[config.mk]
export PLATFORM = sky130hd
export DESIGN_NAME = xgmii_tx_framer
export DESIGN_NICKNAME = d
export VERILOG_FILES = /design/src/rtl/xgmii_tx_framer.sv
export SDC_FILE = /design/constraint.sdc
export NUM_CORES = 1
export LEC_CHECK = 0
export BUFFER_PORTS_ARGS = -buffer_cell sky130_fd_sc_hd__buf_4
export CORE_AREA = 2 2 124 126
export DETAILED_ROUTE_END_ITERATION = 7
export DIE_AREA = 0 0 126 128
export SLEW_MARGIN = 10
export SYNTH_ARGS = -nofsm -noshare
export SYNTH_HDL_FRONTEND = slang
export SYNTH_SLANG_ARGS = --single-unit
[constraint.sdc]
create_clock -name usrclk -period 10.9 [get_ports usrclk]
set_input_delay 2.18 -clock usrclk [delete_from_list [all_inputs] [get_ports usrclk]]
set_output_delay 2.18 -clock usrclk [all_outputs]
set_load 0.1 [all_outputs]
[src/rtl/xgmii_tx_framer.sv]
// XGMII transmit framer: wraps 64-bit user words in start/terminate columns with a minimum idle gap,
// aborting with an error column on source underrun or link loss since XGMII cannot stall.
module xgmii_tx_framer #(
    parameter int unsigned IPG_WORDS     = 1,
    parameter logic [31:0] FRAME_CNT_RST = 32'd0,
    parameter logic [15:0] ABORT_CNT_RST = 16'd0
) (
    input  logic        usrclk,
    input  logic        reset,
    input  logic        link_up,
    input  logic [63:0] din,
    input  logic        din_valid,
    input  logic        din_last,
    output logic        din_ready,
    output logic [63:0] xgmii_txd,
    output logic [7:0]  xgmii_txc,
    output logic        tx_busy,
    output logic        abort,
    output logic [31:0] frame_count,
    output logic [15:0] abort_count
);
    localparam logic [63:0] IDLE_W  = 64'h0707070707070707;
    localparam logic [63:0] START_W = 64'hD5555555555555FB;
    localparam logic [63:0] TERM_W  = 64'h07070707070707FD;
    localparam logic [63:0] ERR_W   = 64'hFEFEFEFEFEFEFEFE;

    localparam logic [2:0] S_IDLE = 3'd0;
    localparam logic [2:0] S_DATA = 3'd1;
    localparam logic [2:0] S_TERM = 3'd2;
    localparam logic [2:0] S_IPG  = 3'd3;
    localparam logic [2:0] S_DROP = 3'd4;

    localparam logic [3:0] IPG_LAST = 4'(IPG_WORDS - 1);

    logic [2:0]  state_q, state_d;
    logic [63:0] txd_q, txd_d;
    logic [7:0]  txc_q, txc_d;
    logic        abort_q, abort_d;
    logic [3:0]  ipg_cnt_q, ipg_cnt_d;
    logic [31:0] frame_cnt_q, frame_cnt_d;
    logic [15:0] abort_cnt_q, abort_cnt_d;

    // Each state computes the word that goes on the wire next cycle, so START_W is
    // registered out while the state is already DATA and ready for the first word.
    always_comb begin
        state_d     = state_q;
        txd_d       = IDLE_W;
        txc_d       = 8'hFF;
        abort_d     = 1'b0;
        ipg_cnt_d   = ipg_cnt_q;
        frame_cnt_d = frame_cnt_q;
        abort_cnt_d = abort_cnt_q;
        case (state_q)
            S_IDLE: begin
                if (din_valid && link_up) begin
                    txd_d   = START_W;
                    txc_d   = 8'h01;
                    state_d = S_DATA;
                end
            end
            S_DATA: begin
                if (!link_up || !din_valid) begin
                    txd_d   = ERR_W;
                    abort_d = 1'b1;
                    state_d = S_DROP;
                end else begin
                    txd_d = din;
                    txc_d = 8'h00;
                    if (din_last) state_d = S_TERM;
                end
            end
            S_TERM: begin
                txd_d       = TERM_W;
                frame_cnt_d = frame_cnt_q + 32'd1;
                ipg_cnt_d   = 4'd0;
                state_d     = S_IPG;
            end
            S_IPG: begin
                if (ipg_cnt_q == IPG_LAST) state_d = S_IDLE;
                else                       ipg_cnt_d = ipg_cnt_q + 4'd1;
            end
            S_DROP: begin
                if (din_valid && din_last) begin
                    ipg_cnt_d = 4'd0;
                    state_d   = S_IPG;
                end
            end
            default: state_d = S_IDLE;
        endcase
        if (abort_d && (abort_cnt_q != 16'hFFFF)) abort_cnt_d = abort_cnt_q + 16'd1;
    end

    always_ff @(posedge usrclk or posedge reset) begin
        if (reset) begin
            state_q     <= S_IDLE;
            txd_q       <= IDLE_W;
            txc_q       <= 8'hFF;
            abort_q     <= 1'b0;
            ipg_cnt_q   <= 4'd0;
            frame_cnt_q <= FRAME_CNT_RST;
            abort_cnt_q <= ABORT_CNT_RST;
        end else begin
            state_q     <= state_d;
            txd_q       <= txd_d;
            txc_q       <= txc_d;
            abort_q     <= abort_d;
            ipg_cnt_q   <= ipg_cnt_d;
            frame_cnt_q <= frame_cnt_d;
            abort_cnt_q <= abort_cnt_d;
        end
    end

    // A word offered while the link is down in DATA is left for the drain state to take.
    assign din_ready   = (state_q == S_DROP) || ((state_q == S_DATA) && link_up);
    assign tx_busy     = (state_q != S_IDLE);
    assign xgmii_txd   = txd_q;
    assign xgmii_txc   = txc_q;
    assign abort       = abort_q;
    assign frame_count = frame_cnt_q;
    assign abort_count = abort_cnt_q;
endmodule

==> metrics <==
total grt overflow=0; Critical R2R Launch=state_q[0]; status=finished clean; CP Capture Type=output pin; CTS Hold Bufs=0; PortBufs=191; first-pass GRT wire length=20.6 mm; Final Cell Area=0.00724 mm²; Power Total=2.49 mW; fin crit period=5.14 ns; Clock Path Buffers=2; cts bufs inserted=17; ant diodes=0; cts repair resizes=0; die height=128 µm; worst-path fanout max=4; post-synth top area share=47.3%; Reg2Reg Setup Slack=8.48 ns; Final ANT Viol Nets=0; Synth cell types=49; Setup WS post-layout=5.76 ns; core area=0.0149 mm²; Layout area overhead=42.5%; largest net degree at the start of global routing=76; Final Max Slew Viols=0; cells after synthesis=458; dpl ws=5.76 ns; total negative setup slack=0 ns; final net count=718; Final Skew=0.00992 ns; Detailed Route WL=12.9 mm; Die W=126 µm; list of most frequent post-synthesis cells=96 x dfrtp_1, 63 x nor2_1, 51 x nand2_1, 40 x xnor2_1, 26 x dfstp_2; CP Launch Type=input port; Cells after DPL=814; initial antenna violation count=0; R2R depth=4; syn_nets=531; Final HPWL DP=9.06 mm; type of the worst setup path=input port to output pin; routed len/inst=15.2 µm; gr usage total=16.2%; top cells by area, synth=dfrtp_1 47%, dfstp_2 13%, xnor2_1 6.9%; DRC violations left=0; H-tree levels=4; clock slew at reported path FFs=0.05 ns; placed cell area=0.00665 mm²; routed via count=4065; CTS Sinks=122; DIE AREA=0.0161 mm²; top_reg_cell synth=dfrtp_1; Pleak=3.47 nW; slew margin rel.=34.6%; Synth area leader=dfrtp_1; non-filler cells, final=846; Synth Register Bits=122; HP Class=register to register; CTS tree=built; Hold Vio Cnt, Final=0; layout cell share with drive strength beyond 1=41.2%; Initial Utilization=34.2%; synth warn=0; Worst Path Required=8.72 ns; Hold Startpoint=frame_count[31]; max cap viols=0; ys async rst share=100%; placer's final routability congestion estimate=0.769; starting DRC count in detailed routing=204; vias in the first global route=4043; FP Rows=45; RSZ-0062 raised after global routing=false; CTS root buf=clkbuf_16; Ports=192; PwrDens=344 mW/mm²; worst-skew pair later-pin latency=0.41 ns; most frequent cell after synthesis=dfrtp_1; vias per inst=4.80; mapped cell area=0.00508 mm²; Least-Margin Pin Slew=0.979 ns; total setup buffers inserted after CTS=0; hold path cells=1; final setup fails=0; mean area per synthesized cell=11.1 µm²; fmax=195 MHz; Seq/Total Area, Yosys=60.8%; maximum VDD drop=0.000181 V; fin crit share=47.1%; Critical Path AT=2.96 ns; Detailed Routing Iterations Pass 1=4; Setup crit start=link_up; EDFF count, synth=0
-- path summary, 6_finish.rpt --
check                             endpoint
max                              din_ready
min                        frame_count[31]
max reg2reg                 abort_count[7]
min reg2reg                frame_count[31]
max in group asynchronous    xgmii_txd[14]
min in group asynchronous    xgmii_txd[46]
-- metal layers --
metal	track usage (%)	part of all wire (%)	wire [µm]	vias to the layer above
li1	-	-	-	1916
met1	21.3	44	5630	1970
met2	25.1	47	6040	166
met3	5.01	7.8	1000	13
met4	6.40	1.6	211	0
met5	0	0	0	-
-- per-stage QoR --
stage,hold WS (ns),utilization (%)
after floorplan,0.465,-
after global routing,0.501,48.7
after detailed placement,0.475,44.7
after CTS,0.481,48.7
final,0.479,48.7
after global placement,0.468,44.7
-- cells by family (layout without fill, tap and decap cells) --
group,after synthesis,in the layout,share of synthesized area [%]
compound gates,45,45,5.37
mux,6,6,1.31
xor+xnor,45,45,7.76
simple gates,205,205,20.9
flops,122,122,60.8
buf+inv,31,231,2.93
fa+ha+maj,4,4,0.986
-- final cells by class --
cell class              instances  area, µm²
clock buffers                  24        472
clock inverters                 8        118
fillers                      1399       7630
inverters                       5       21.3
multi-input cells             305       1850
flip-flops and latches        122       3090
well taps                     188        235
repair buffers                194       1460
-- worst max-delay path, cell delays in order --
cell and delay (ns):
buf_4 0.09, nor2b_1 0.17, a21oi_1 0.09, nor2_1 0.12
buf_4 0.30
-- flip-flops by register name, summed over array words and instances, names as in the netlist --
signal / cells
abort: 1
frame_count: 32
xgmii_txd: 64
ipg_cnt_q: 4
abort_count: 16
state_q: 3
xgmii_txc: 2
-- placed cells by master (no fill, tap or decap), types with 7 or more instances in the layout --
cell	count
buf_4	194
dfrtp_1	96
nor2_1	63
nand2_1	51
xnor2_1	40
dfstp_2	26
nand4_1	23
o21ai_0	21
clkbuf_16	17
nand3_1	15
and3_1	10
or2_2	8
and2_1	7
-- power breakdown --
part / switching [mW] / internal [mW] / total (mW)
combinational: 1.03 / 0.238 / 1.27
clock: 0.191 / 0.370 / 0.561
sequential: 0.0754 / 0.581 / 0.656
total: 1.30 / 1.19 / 2.49
Power figures use the tool's default switching activity.
